<file path="src/rtl/det_ctrl.sv">
// det_ctrl: collects three points A, B, C and forms the two diagonal product
// sums of their determinant using one time-shared XW x YW multiplier.
module det_ctrl #(
  parameter int XW = 10,
  parameter int YW = 9
) (
  input  logic               clk,
  input  logic               rst,
  input  logic               in_valid,
  output logic               in_ready,
  input  logic [XW-1:0]      Ix,
  input  logic [YW-1:0]      Iy,
  output logic               out_valid,
  input  logic               out_ready,
  output logic [XW+YW+1:0]   Op,
  output logic [XW+YW+1:0]   Os,
  output logic [XW+YW+2:0]   Det,
  output logic               det_neg,
  output logic [XW+YW+1:0]   det_abs,
  output logic               busy
);

  localparam int PW = XW + YW;
  localparam int AW = XW + YW + 2;
  localparam int DW = XW + YW + 3;

  typedef enum logic [2:0] {
    S_IDLE = 3'd0,
    S_LOAD = 3'd1,
    S_MUL  = 3'd2,
    S_SUB  = 3'd3,
    S_DONE = 3'd4
  } state_t;

  state_t          state_r, next_state_s;
  logic [1:0]      idx_r;
  logic [2:0]      k_r;
  logic [XW-1:0]   ax_r, bx_r, cx_r, mx_s;
  logic [YW-1:0]   ay_r, by_r, cy_r, my_s;
  logic [PW-1:0]   prod_s, prod_r;
  logic [AW-1:0]   acc_p_r, acc_s_r, op_r, os_r, det_abs_r, det_mag_s;
  logic [DW-1:0]   det_r, det_s;
  logic            det_neg_r;
  logic            in_ready_s, out_valid_s, busy_s, accept_s, last_pt_s;

  assign accept_s  = in_valid & in_ready_s;
  assign last_pt_s = accept_s & (idx_r == 2'd2);

  // state register
  always_ff @(posedge clk or posedge rst) begin
    if (rst) state_r <= S_IDLE;
    else     state_r <= next_state_s;
  end

  // next-state logic
  always_comb begin
    next_state_s = state_r;
    case (state_r)
      S_IDLE:  if (accept_s) next_state_s = S_LOAD; else next_state_s = S_IDLE;
      S_LOAD:  if (last_pt_s) next_state_s = S_MUL; else next_state_s = S_LOAD;
      S_MUL:   if (k_r == 3'd6) next_state_s = S_SUB; else next_state_s = S_MUL;
      S_SUB:   next_state_s = S_DONE;
      S_DONE:  if (out_ready) next_state_s = S_IDLE; else next_state_s = S_DONE;
      default: next_state_s = S_IDLE;
    endcase
  end

  // handshake and status decode
  always_comb begin
    in_ready_s  = 1'b0;
    out_valid_s = 1'b0;
    busy_s      = 1'b1;
    case (state_r)
      S_IDLE:  begin in_ready_s = 1'b1; busy_s = 1'b0; end
      S_LOAD:  in_ready_s = 1'b1;
      S_DONE:  out_valid_s = 1'b1;
      default: begin in_ready_s = 1'b0; out_valid_s = 1'b0; end
    endcase
  end

  // k selects the operand pair; k=6 only drains the product register
  always_comb begin
    mx_s = {XW{1'b0}};
    my_s = {YW{1'b0}};
    case (k_r)
      3'd0:    begin mx_s = ax_r; my_s = by_r; end
      3'd1:    begin mx_s = bx_r; my_s = cy_r; end
      3'd2:    begin mx_s = cx_r; my_s = ay_r; end
      3'd3:    begin mx_s = cx_r; my_s = by_r; end
      3'd4:    begin mx_s = ax_r; my_s = cy_r; end
      3'd5:    begin mx_s = bx_r; my_s = ay_r; end
      default: begin mx_s = {XW{1'b0}}; my_s = {YW{1'b0}}; end
    endcase
  end

  assign prod_s    = {{YW{1'b0}}, mx_s} * {{XW{1'b0}}, my_s};
  assign det_s     = {1'b0, acc_p_r} - {1'b0, acc_s_r};
  assign det_mag_s = (acc_p_r >= acc_s_r) ? (acc_p_r - acc_s_r) : (acc_s_r - acc_p_r);

  // point capture, multiply-accumulate sequencing and result registers
  always_ff @(posedge clk or posedge rst) begin
    if (rst) begin
      idx_r <= 2'd0;   k_r <= 3'd0;
      ax_r <= {XW{1'b0}}; bx_r <= {XW{1'b0}}; cx_r <= {XW{1'b0}};
      ay_r <= {YW{1'b0}}; by_r <= {YW{1'b0}}; cy_r <= {YW{1'b0}};
      prod_r <= {PW{1'b0}};
      acc_p_r <= {AW{1'b0}}; acc_s_r <= {AW{1'b0}};
      op_r <= {AW{1'b0}}; os_r <= {AW{1'b0}}; det_abs_r <= {AW{1'b0}};
      det_r <= {DW{1'b0}}; det_neg_r <= 1'b0;
    end else begin
      if (accept_s) begin
        case (idx_r)
          2'd0:    begin ax_r <= Ix; ay_r <= Iy; end
          2'd1:    begin bx_r <= Ix; by_r <= Iy; end
          2'd2:    begin cx_r <= Ix; cy_r <= Iy; end
          default: begin end
        endcase
        idx_r <= (idx_r == 2'd2) ? 2'd0 : idx_r + 2'd1;
      end
      if (last_pt_s) begin
        acc_p_r <= {AW{1'b0}};
        acc_s_r <= {AW{1'b0}};
        k_r     <= 3'd0;
      end else if (state_r == S_MUL) begin
        k_r    <= k_r + 3'd1;
        prod_r <= prod_s;
        // product registered at step k lands in its accumulator at step k+1
        if (k_r >= 3'd1 && k_r <= 3'd3) acc_p_r <= acc_p_r + {2'b00, prod_r};
        else if (k_r >= 3'd4)          acc_s_r <= acc_s_r + {2'b00, prod_r};
      end
      if (state_r == S_SUB) begin
        op_r      <= acc_p_r;
        os_r      <= acc_s_r;
        det_r     <= det_s;
        det_neg_r <= det_s[DW-1];
        det_abs_r <= det_mag_s;
      end
    end
  end

  assign in_ready  = in_ready_s;
  assign out_valid = out_valid_s;
  assign busy      = busy_s;
  assign Op        = op_r;
  assign Os        = os_r;
  assign Det       = det_r;
  assign det_neg   = det_neg_r;
  assign det_abs   = det_abs_r;

endmodule

</file>
<file path="config.mk">
export PLATFORM = sky130hd
export DESIGN_NAME = det_ctrl
export DESIGN_NICKNAME = d
export VERILOG_FILES = /design/src/rtl/det_ctrl.sv
export SDC_FILE = /design/constraint.sdc
export NUM_CORES = 1
export LEC_CHECK = 0
export CORE_MARGIN = 5
export CORE_UTILIZATION = 45
export CTS_CLUSTER_SIZE = 14
export DETAILED_ROUTE_END_ITERATION = 7
export GPL_TIMING_DRIVEN = 0
export HOLD_SLACK_MARGIN = 0.03
export PLACE_DENSITY = 0.64
export SYNTH_ARGS = -nofsm -noshare
export SYNTH_HDL_FRONTEND = slang
export SYNTH_SLANG_ARGS = --single-unit
</file>
<file path="constraint.sdc">
create_clock -name clk -period 13.47 [get_ports clk]
set_input_delay 2.0205 -clock clk [delete_from_list [all_inputs] [get_ports clk]]
set_output_delay 2.0205 -clock clk [all_outputs]
set_load 0.01 [all_outputs]
</file>
==> results of run 1 <==
==> layout make-up <==
cell class              count  area (um2)  area share [%]
well taps                 442         553            3.16
plain buffers              79         358            2.04
clock inverters            11         116           0.665
multi-input cells        1215        8770            50.1
clock buffers              34         719            4.11
flip-flops and latches    210        5260            30.0
inverters                 154         586            3.35
repair buffers            112        1140            6.51
==> registers in the layout, summed over array words and instances, names as in the netlist, 10 cells and up <==
| name | count |
|---|---|
| Os | 21 |
| ax_r | 10 |
| Det | 22 |
| bx_r | 10 |
| acc_p_r | 21 |
| prod_r | 19 |
| acc_s_r | 21 |
| Op | 21 |
| cx_r | 10 |
| det_abs | 20 |
==> per-stage QoR <==
| stage | utilization (%) | area (um2) |
|---|---|---|
| 3_3_place_gp | 50.8 | 16600 |
| 2_1_floorplan | - | 15000 |
| 4_1_cts | 53.5 | 17500 |
| 3_5_place_dp | 51.0 | 16700 |
| 6_report | 53.5 | 17500 |
| 5_1_grt | 53.5 | 17500 |
==> cell families after synthesis <==
| family | after synthesis |
|---|---|
| AOI/OAI and AO/OA | 381 |
| xor gates and xnor gates | 70 |
| adders and majority gates | 184 |
| buffers and inverters | 233 |
| DFF | 210 |
| muxes | 58 |
| and+or+nand+nor | 522 |
==> routing by layer <==
metal / vias to the layer above / GRT usage (%) / wire [um]
met5: - / 0 / 0
met4: 0 / 7.52 / 1550
met1: 5863 / 28.0 / 17300
met2: 277 / 39.3 / 19800
met3: 69 / 2.44 / 1620
li1: 5941 / - / -
==> critical path, delay by kind of cell, from the launching register on <==
kind,cells,cell delay (ps)
compound gates,7,2190
xor+xnor,1,120
fa+ha+maj,6,2630
buf+inv,6,830
flops,1,320
simple gates,3,600
==> worst max path at each step <==
stage,from,endpoint,cells after the start
2_1_floorplan,rst,Det[0],1
3_3_place_gp,rst,det_abs[17],2
3_5_place_dp,k_r[2],prod_r[18],23
4_1_cts,k_r[2],prod_r[18],23
5_1_grt,k_r[2],prod_r[18],23
6_report,k_r[2],prod_r[18],23
==> layout by cell type (no fill, tap or decap), types with 5 or more instances in the layout <==
cell type / instances
sky130_fd_sc_hd__dfrtp_1: 210
sky130_fd_sc_hd__mux2_2: 41
sky130_fd_sc_hd__a22oi_1: 8
sky130_fd_sc_hd__nand4_1: 8
sky130_fd_sc_hd__and2_1: 6
sky130_fd_sc_hd__nand2b_1: 22
sky130_fd_sc_hd__o21ai_0: 160
sky130_fd_sc_hd__ha_1: 123
sky130_fd_sc_hd__a31oi_1: 9
sky130_fd_sc_hd__o21bai_1: 5
sky130_fd_sc_hd__a222oi_1: 13
sky130_fd_sc_hd__nor3_1: 20
sky130_fd_sc_hd__mux2i_1: 17
sky130_fd_sc_hd__o2111ai_1: 5
sky130_fd_sc_hd__and3_1: 9
sky130_fd_sc_hd__o211ai_1: 11
sky130_fd_sc_hd__a21o_1: 34
sky130_fd_sc_hd__clkdlybuf4s50_1: 111
sky130_fd_sc_hd__fa_1: 61
sky130_fd_sc_hd__clkbuf_1: 63
sky130_fd_sc_hd__buf_2: 10
sky130_fd_sc_hd__clkbuf_8: 6
sky130_fd_sc_hd__or2_2: 16
sky130_fd_sc_hd__clkinv_2: 6
sky130_fd_sc_hd__o21a_1: 15
sky130_fd_sc_hd__clkbuf_16: 25
sky130_fd_sc_hd__a211oi_1: 13
sky130_fd_sc_hd__xnor2_1: 35
sky130_fd_sc_hd__a21oi_1: 61
sky130_fd_sc_hd__nor2_1: 107
sky130_fd_sc_hd__nand2_1: 247
sky130_fd_sc_hd__o31ai_1: 10
sky130_fd_sc_hd__or3_1: 6
sky130_fd_sc_hd__inv_1: 153
sky130_fd_sc_hd__nand3_1: 54
sky130_fd_sc_hd__xor2_1: 35
==> synth_stat cells, drive strengths merged, types with 17 or more instances <==
master  number  area (um2)
xor2        35         307
inv        154         578
or2         17         109
o21ai      160         801
nand2b      22         138
nand2      247         927
a21o        34         255
ha         123        1540
buf         19         133
nand3       54         270
mux2i       17         170
fa          61        1220
dfrtp      210        5260
nor2       107         402
a21oi       61         305
mux2        41         462
nor3        21         110
xnor2       35         307
clkbuf      60         225
==> impl_table.tex, run 1 <==
\begin{tabular}{lr}
\hline
Metric & Value \\
\hline
\multicolumn{2}{l}{\textbf{Status}} \\
Status & complete, no violations \\
\multicolumn{2}{l}{\textbf{STA}} \\
Setup TNS after final layout & 0 ps \\
Final Hold Violating Endpoints & 0 \\
Worst-case headroom to the max-slew limit & 9.31\% \\
Final WS setup & 6600 ps \\
Min cycle time layout & 6870 ps \\
Unrepaired setup endpoints after global routing & no \\
Max-slew violation count & 0 \\
Fmax achieved & 146 MHz \\
Actual slew at the worst max-slew pin & 1360 ps \\
Number of endpoints failing setup at the final stage & 0 \\
Setup Skew & 24.9 ps \\
Final cycle utilization of the critical path & 51.0\% \\
Minimum hold slack & 473 ps \\
\multicolumn{2}{l}{\textbf{Synthesis}} \\
Yosys synthesis warning count & 0 \\
Synth Flop Type & sky130\_fd\_sc\_hd\_\_dfrtp\_1 \\
FF+latch count, synth & 210 \\
Fraction of the yosys area taken by sequential cells & 35.1\% \\
Fraction of synthesized area in multiplexers & 4.22\% \\
Net Count, Synth & 1,865 \\
Cell Area, Synth & 15,000 um2 \\
Per-instance average area after synthesis & 9.02 um2 \\
Post-synthesis simple-gate area fraction & 15.7\% \\
Library cells used by synthesis & 71 \\
Post-synthesis cell count & 1,658 \\
Share of async-settable or async-resettable flops after synthesis & 100\% \\
Adder and majority cell fraction of the synthesized area & 18.4\% \\
Count of flip-flops with a built-in enable after synthesis & 0 \\
Xor and xnor fraction of the mapped netlist area & 4.10\% \\
Largest family of logic cells by synthesized area & adder cells \\
Compound-cell area share of the yosys netlist & 16.1\% \\
\multicolumn{2}{l}{\textbf{Routing}} \\
Number of search-and-repair iterations in the first detailed-routing pass & 5 \\
Post-route DRC & 0 \\
Routed wire length per instance & 17.8 um \\
Average vias per placed instance & 5.38 \\
Residual antenna-violating net count after detailed routing & 0 \\
Via count & 12,200 \\
Starting DRC count in detailed routing & 824 \\
Post-detailed-routing wire length & 40.3 mm \\
\multicolumn{2}{l}{\textbf{Die}} \\
Boundary Pins & 112 \\
Floorplan core area & 32,700 um2 \\
Y dimension of the die & 192 um \\
Horizontal die dimension & 192 um \\
Number of rows in the core area & 66 \\
Initial Util & 45.7\% \\
Full die area & 37,000 um2 \\
\multicolumn{2}{l}{\textbf{Hold path}} \\
Worst min-delay path category & flop to flop \\
Hold path start & cx\_r[3] \\
Endpoint, Worst Hold & cx\_r[3] \\
Worst hold path depth & 2 \\
\multicolumn{2}{l}{\textbf{Global route}} \\
Overflow left after global routing & 0 \\
Initial antenna violation count & 0 \\
Largest net degree at the start of global routing & 110 \\
Number of global-route vias before repair & 12,400 \\
Wire length of the first global-routing pass & 66.0 mm \\
GRT Resource Usage Total & 22.1\% \\
\multicolumn{2}{l}{\textbf{Setup path}} \\
WP data required & 13,850 ps \\
CP startpoint kind & flop \\
Start-to-end type of the worst setup path & flop to flop \\
CP Max Fanout & 10 \\
Worst setup EP type & flop \\
Capture point of the worst reg-to-reg path & prod\_r[18] \\
Slowest library cell on the worst path & sky130\_fd\_sc\_hd\_\_a222oi\_1 \\
Register-to-register path setup slack & 6600 ps \\
Signal arrival time at the worst endpoint & 7240 ps \\
Cell Chain, Critical Path & clkbuf\_1, inv\_1, ha\_1, nand2b\_1, clkbuf\_1, a222oi\_1, or2\_2, fa\_1, fa\_1, inv\_1, fa\_1, inv\_1, fa\_1, inv\_1, ha\_1, o21a\_1, o31a\_1, o211ai\_1, nand2\_1, a211oi\_1, o31a\_1, xnor2\_1, o21ai\_0 \\
Critical R2R Launch & k\_r[2] \\
Worst r2r path cells & 23 \\
Worst stage delay on the critical path & 1130 ps \\
\multicolumn{2}{l}{\textbf{Clock network}} \\
CTS Buf Count & 25 \\
Worst skew pair latency & 540 ps \\
Clk Tree Root Cell & sky130\_fd\_sc\_hd\_\_clkbuf\_16 \\
Number of gates given a new drive strength after cts & 0 \\
Bufs on Longest Clock Path & 3 \\
Hold Buf Count CTS & 0 \\
Number of sinks handled by clock tree synthesis & 210 \\
Clock-pin slew on the worst setup and hold paths & 60 ps \\
H-Tree Level Count & 1 \\
TritonCTS clock tree & yes \\
Postcts setup bufs & 0 \\
\multicolumn{2}{l}{\textbf{Final layout}} \\
FILL cells & 3,099 \\
Share of layout cells above drive strength 1 & 7.49\% \\
Layout Cells excl Fill & 2,257 \\
Ant diodes & 0 \\
Number of nets in the final layout & 2,004 \\
Area delta synth->final & 17.0\% \\
\multicolumn{2}{l}{\textbf{Placement}} \\
Setup slack after placement & 6670 ps \\
Count of buffers inserted at the top-level ports & 111 \\
Gpl congestion & 0.904 \\
Final HPWL from detailed placement & 32.3 mm \\
Placed cell count & 2,212 \\
\multicolumn{2}{l}{\textbf{Flow run}} \\
Max Cap Violations & 0 \\
\hline
\end{tabular}
Power of run 1 is not shown: default switching activity piles up to over one toggle a cycle in this logic, so the estimate is an artifact.
==> run 2: changes to the inputs <==
==> constraint.sdc (replaced) <==
create_clock -name clk -period 6.7 [get_ports clk]
set_input_delay 1.005 -clock clk [delete_from_list [all_inputs] [get_ports clk]]
set_output_delay 1.005 -clock clk [all_outputs]
set_load 0.01 [all_outputs]
==> impl_table.tex, run 2 (synthesis results as in run 1) <==
\begin{tabular}{lr}
\hline
Metric & Value \\
\hline
\multicolumn{2}{l}{\textbf{Routing}} \\
Detailed route wirelength on metal3 & 1.50 mm \\
Residual antenna-violating net count after detailed routing & 0 \\
Routed metal-1 wire length & 17.1 mm \\
Number of search-and-repair iterations in the first detailed-routing pass & 5 \\
Top layer in use & met4 \\
Met2 routed wirelength & 20.2 mm \\
Starting DRC count in detailed routing & 639 \\
Routed wire length per instance & 17.9 um \\
Post-detailed-routing wire length & 40.5 mm \\
Average vias per placed instance & 5.39 \\
Via count & 12,200 \\
Post-route DRC & 0 \\
\multicolumn{2}{l}{\textbf{Flow run}} \\
Max Cap Violations & 0 \\
\multicolumn{2}{l}{\textbf{Clock network}} \\
Number of sinks handled by clock tree synthesis & 210 \\
TritonCTS clock tree & yes \\
Clock-pin slew on the worst setup and hold paths & 60 ps \\
Clk Tree Root Cell & sky130\_fd\_sc\_hd\_\_clkbuf\_16 \\
Bufs on Longest Clock Path & 3 \\
H-Tree Level Count & 1 \\
CTS Buf Count & 25 \\
Hold Buf Count CTS & 0 \\
Worst skew pair latency & 520 ps \\
\multicolumn{2}{l}{\textbf{Die}} \\
Boundary Pins & 112 \\
Number of rows in the core area & 66 \\
Full die area & 37,000 um2 \\
Y dimension of the die & 192 um \\
Floorplan core area & 32,700 um2 \\
Initial Util & 45.7\% \\
Horizontal die dimension & 192 um \\
\multicolumn{2}{l}{\textbf{STA}} \\
Max-slew violation count & 0 \\
Final WS setup & 476 ps \\
Worst-case headroom to the max-slew limit & 36.4\% \\
Actual slew at the worst max-slew pin & 954 ps \\
Unrepaired setup endpoints after global routing & no \\
Final cycle utilization of the critical path & 92.9\% \\
Setup Skew & 10.4 ps \\
Min cycle time layout & 6220 ps \\
Fmax achieved & 161 MHz \\
Final Hold Violating Endpoints & 0 \\
Number of endpoints failing setup at the final stage & 0 \\
\multicolumn{2}{l}{\textbf{Status}} \\
Status & complete, no violations \\
\multicolumn{2}{l}{\textbf{Final layout}} \\
Multi-input logic area & 8780 um2 \\
Most common cell after layout, fill and taps aside & sky130\_fd\_sc\_hd\_\_nand2\_1 \\
Area of all sequential standard cells & 5260 um2 \\
FILL cells & 3,016 \\
Share of layout cells above drive strength 1 & 8.71\% \\
Ant diodes & 0 \\
Flip-flop count of the largest register after layout & 22 \\
Most frequent cells in the layout & 247 x sky130\_fd\_sc\_hd\_\_nand2\_1, 210 x sky130\_fd\_sc\_hd\_\_dfrtp\_1, 160 x sky130\_fd\_sc\_hd\_\_o21ai\_0 \\
Area delta synth->final & 18.1\% \\
Final Cell Area & 17,700 um2 \\
Number of nets in the final layout & 2,018 \\
\multicolumn{2}{l}{\textbf{Hold path}} \\
Worst min-delay path category & flop to flop \\
Worst hold path depth & 2 \\
\multicolumn{2}{l}{\textbf{Placement}} \\
Count of buffers inserted at the top-level ports & 111 \\
Post-place instance area & 16,800 um2 \\
Gpl congestion & 0.904 \\
Setup slack after placement & -114 ps \\
Final HPWL from detailed placement & 33.0 mm \\
\multicolumn{2}{l}{\textbf{Setup path}} \\
Signal arrival time at the worst endpoint & 6590 ps \\
Start-to-end type of the worst setup path & flop to flop \\
WP data required & 7070 ps \\
CP startpoint kind & flop \\
Worst r2r path cells & 23 \\
Worst setup EP type & flop \\
CP Max Fanout & 10 \\
Register-to-register path setup slack & 480 ps \\
\multicolumn{2}{l}{\textbf{Global route}} \\
GRT Resource Usage Total & 22.0\% \\
Wire length of the first global-routing pass & 65.4 mm \\
Number of global-route vias before repair & 12,500 \\
Largest net degree at the start of global routing & 43 \\
Initial antenna violation count & 0 \\
Overflow left after global routing & 0 \\
\hline
\end{tabular}
==> run 2: metal layers <==
metal  vias to the layer above  GRT usage, %
li1                       5969             -
met1                      5905          27.2
met2                       258          39.7
met3                        85          2.23
met4                         0          8.15
met5                         -             0
==> run 2: final cells by class <==
| type | instances | share of cell area [%] |
|---|---|---|
| Clock inverter | 10 | 0.623 |
| Multi-Input combinational cell | 1215 | 49.7 |
| Inverter | 154 | 3.29 |
| Buffer | 77 | 2.05 |
| Timing Repair Buffer | 128 | 7.44 |
| Clock buffer | 32 | 4.03 |
| Tap cell | 442 | 3.13 |
| Sequential cell | 210 | 29.7 |
==> run 2: per-stage QoR <==
| stage | utilization (%) | cells | hold WS, ps | setup TNS, ps |
|---|---|---|---|---|
| final | 54.0 | 2268 | 472 | 0 |
| after global routing | 54.0 | 2268 | 496 | 0 |
| after CTS | 53.9 | 2264 | 476 | 0 |
| after detailed placement | 51.2 | 2217 | 462 | -114 |
| after global placement | 50.8 | 2211 | 458 | -79.9 |
| after floorplan | - | 1658 | 445 | 0 |
==> run 2: what timing repair did <==
item | in CTS | in global routing
setup endpoints to repair | 2 | 7
pin swaps | 2 | 4
setup buffers | 5 | 6
gates resized for setup | 0 | 18
hold endpoints to repair | 0 | 0
==> run 2: critical path, stage by stage, from the launching register on <==
cell	delay, ps
sky130_fd_sc_hd__dfrtp_1	460
sky130_fd_sc_hd__ha_1	240
sky130_fd_sc_hd__ha_1	230
sky130_fd_sc_hd__a21o_1	160
sky130_fd_sc_hd__clkbuf_1	240
sky130_fd_sc_hd__a222oi_1	430
sky130_fd_sc_hd__buf_2	320
sky130_fd_sc_hd__nand2b_1	160
sky130_fd_sc_hd__fa_1	440
sky130_fd_sc_hd__fa_1	540
sky130_fd_sc_hd__inv_1	50
sky130_fd_sc_hd__fa_1	520
sky130_fd_sc_hd__inv_1	50
sky130_fd_sc_hd__fa_1	520
sky130_fd_sc_hd__inv_1	40
sky130_fd_sc_hd__ha_1	330
sky130_fd_sc_hd__o21a_1	120
sky130_fd_sc_hd__o31a_1	130
sky130_fd_sc_hd__o211ai_1	170
sky130_fd_sc_hd__nand2_1	140
sky130_fd_sc_hd__a211oi_1	340
sky130_fd_sc_hd__o31a_1	210
sky130_fd_sc_hd__xnor2_1	120
sky130_fd_sc_hd__o21ai_0	90
==> run 2: final timing paths <==
| kind | from | end |
|---|---|---|
| max | k_r[0] | prod_r[18] |
| min | cx_r[7] | cx_r[7] |
| max reg2reg | k_r[0] | prod_r[18] |
| min reg2reg | cx_r[7] | cx_r[7] |
| max in group asynchronous | rst | Det[17] |
| min in group asynchronous | rst | acc_p_r[0] |
Power of run 2 is left out for the same reason.
==> run 3: changes to the inputs <==
--- a/config.mk
+++ b/config.mk
@@ -5,10 +5,12 @@
 export SDC_FILE = /design/constraint.sdc
 export NUM_CORES = 1
 export LEC_CHECK = 0
+export CAP_MARGIN = 10
 export CORE_MARGIN = 5
 export CORE_UTILIZATION = 45
 export CTS_CLUSTER_SIZE = 14
 export DETAILED_ROUTE_END_ITERATION = 7
+export GPL_ROUTABILITY_DRIVEN = 0
 export GPL_TIMING_DRIVEN = 0
 export HOLD_SLACK_MARGIN = 0.03
 export PLACE_DENSITY = 0.64
==> impl_table.tex, run 3 (synthesis results as in run 1) <==
\begin{tabular}{lr}
\hline
Metric & Value \\
\hline
\multicolumn{2}{l}{\textbf{Setup path}} \\
Capture point of the worst reg-to-reg path & prod\_r[18] \\
Worst stage delay on the critical path & 540 ps \\
Most common cell on crit path & sky130\_fd\_sc\_hd\_\_fa\_1 \\
Worst r2r path cells & 23 \\
WP data required & 7080 ps \\
CP startpoint kind & flop \\
Worst setup EP type & flop \\
CP Max Fanout & 10 \\
Critical R2R Launch & k\_r[0] \\
Slowest library cell on the worst path & sky130\_fd\_sc\_hd\_\_fa\_1 \\
Cell Chain, Critical Path & ha\_1, ha\_1, nand2b\_1, clkbuf\_1, a222oi\_1, clkbuf\_1, or2\_2, fa\_1, fa\_1, inv\_1, fa\_1, inv\_1, fa\_1, inv\_1, ha\_1, o21a\_1, o31a\_1, o211ai\_1, nand2\_1, a211oi\_2, o31a\_1, xnor2\_1, o21ai\_0 \\
Signal arrival time at the worst endpoint & 6620 ps \\
Start-to-end type of the worst setup path & flop to flop \\
Register-to-register path setup slack & 470 ps \\
\multicolumn{2}{l}{\textbf{STA}} \\
Worst-case headroom to the max-slew limit & 35.2\% \\
Final cycle utilization of the critical path & 93.0\% \\
Final WS setup & 466 ps \\
Fmax achieved & 160 MHz \\
Max-slew violation count & 0 \\
Min cycle time layout & 6230 ps \\
Actual slew at the worst max-slew pin & 969 ps \\
Setup Skew & 22.1 ps \\
Number of endpoints failing setup at the final stage & 0 \\
Unrepaired setup endpoints after global routing & no \\
Final Hold Violating Endpoints & 0 \\
\multicolumn{2}{l}{\textbf{Hold path}} \\
Worst min-delay path category & flop to flop \\
Hold path start & Det[19] \\
Worst hold path depth & 2 \\
Endpoint, Worst Hold & Det[19] \\
\multicolumn{2}{l}{\textbf{Global route}} \\
Largest net degree at the start of global routing & 43 \\
Wire length of the first global-routing pass & 64.2 mm \\
GRT Resource Usage Total & 21.4\% \\
Number of global-route vias before repair & 12,300 \\
Overflow left after global routing & 0 \\
Initial antenna violation count & 0 \\
\multicolumn{2}{l}{\textbf{Routing}} \\
Routed wire length per instance & 17.4 um \\
Residual antenna-violating net count after detailed routing & 0 \\
Average vias per placed instance & 5.41 \\
Post-route DRC & 0 \\
Post-detailed-routing wire length & 39.5 mm \\
Number of search-and-repair iterations in the first detailed-routing pass & 5 \\
Starting DRC count in detailed routing & 762 \\
Via count & 12,300 \\
\multicolumn{2}{l}{\textbf{Die}} \\
Initial Util & 45.7\% \\
Floorplan core area & 32,700 um2 \\
Horizontal die dimension & 192 um \\
Y dimension of the die & 192 um \\
Boundary Pins & 112 \\
Full die area & 37,000 um2 \\
Number of rows in the core area & 66 \\
\multicolumn{2}{l}{\textbf{Clock network}} \\
H-Tree Level Count & 1 \\
Bufs on Longest Clock Path & 3 \\
CTS Buf Count & 26 \\
Number of sinks handled by clock tree synthesis & 210 \\
Worst skew pair latency & 540 ps \\
Clock-pin slew on the worst setup and hold paths & 50 ps \\
Hold Buf Count CTS & 0 \\
TritonCTS clock tree & yes \\
Clk Tree Root Cell & sky130\_fd\_sc\_hd\_\_clkbuf\_16 \\
\multicolumn{2}{l}{\textbf{Placement}} \\
Count of buffers inserted at the top-level ports & 111 \\
Setup slack after placement & -145 ps \\
Final HPWL from detailed placement & 31.9 mm \\
\multicolumn{2}{l}{\textbf{Status}} \\
Status & complete, no violations \\
\multicolumn{2}{l}{\textbf{Final layout}} \\
Most frequent cells in the layout & 247 x sky130\_fd\_sc\_hd\_\_nand2\_1, 210 x sky130\_fd\_sc\_hd\_\_dfrtp\_1, 160 x sky130\_fd\_sc\_hd\_\_o21ai\_0 \\
Area delta synth->final & 18.2\% \\
Share of layout cells above drive strength 1 & 8.42\% \\
Most common cell after layout, fill and taps aside & sky130\_fd\_sc\_hd\_\_nand2\_1 \\
Number of nets in the final layout & 2,020 \\
FILL cells & 3,080 \\
Ant diodes & 0 \\
Flip-flop count of the largest register after layout & 22 \\
\multicolumn{2}{l}{\textbf{Flow run}} \\
Max Cap Violations & 0 \\
\hline
\end{tabular}
-- run 3: cell types whose count changed in the layout (fill, tap and decap cells not counted), sizes merged --
cell	delta
buf	-1
clkbuf	+7
clkinv	-2
clkinvlp	+1
inv	-1
-- run 3: area by class of cell --
class,instances,area (um2),area share (%)
clock buffer,37,742,4.19
clock inverter,8,106,0.601
inverter,154,582,3.29
tap,442,553,3.13
buffer,78,363,2.05
timing repair buffer,128,1310,7.41
sequential,210,5260,29.7
multi-input combinational,1215,8770,49.6
-- run 3: how the worst max path moves through the flow --
| stage | startpoint | endpoint | cells after the start | slack, ps |
|---|---|---|---|---|
| final | k_r[0] | prod_r[18] | 23 | 470 |
| after global routing | k_r[0] | prod_r[18] | 23 | 20 |
| after CTS | k_r[2] | prod_r[18] | 24 | 8 |
| after detailed placement | k_r[2] | prod_r[18] | 23 | -140 |
| after global placement | k_r[2] | prod_r[18] | 23 | -150 |
| after floorplan | k_r[2] | prod_r[18] | 23 | 1060 |
-- run 3: through the flow --
| step | cells | setup TNS (ps) | cell area [um2] | hold slack (ps) | util [%] |
|---|---|---|---|---|---|
| CTS | 2267 | 0 | 17600 | 476 | 53.9 |
| floorplan | 1658 | 0 | 15000 | 445 | - |
| detailed placement | 2218 | -211 | 16800 | 462 | 51.2 |
| finish | 2272 | 0 | 17700 | 474 | 54.1 |
| global route | 2272 | 0 | 17700 | 490 | 54.1 |
| global placement | 2211 | -223 | 16600 | 457 | 50.8 |
-- run 3: worst max-delay path, delay by kind of cell (launching register included) --
family          cells  cell delay [ps]
compound gates      7             1030
xor+xnor            1              170
fa+ha+maj           7             2830
buf+inv             5              860
flops               1              470
simple gates        3              700
-- run 3: repair_timing --
item / in CTS / in global routing
gates resized for setup: 0 / 13
endpoints found under the setup margin: 2 / 7
pin swaps: 3 / 4
buffers inserted: 4 / 6
-- run 3: per-layer routing --
metal	wire length [um]	up-vias	GRT usage (%)
met2	19300	340	38.1
met5	0	-	0
li1	-	5966	-
met3	1820	94	2.50
met4	1660	0	8.17
met1	16700	5896	26.7
Power of run 3 is left out for the same reason.
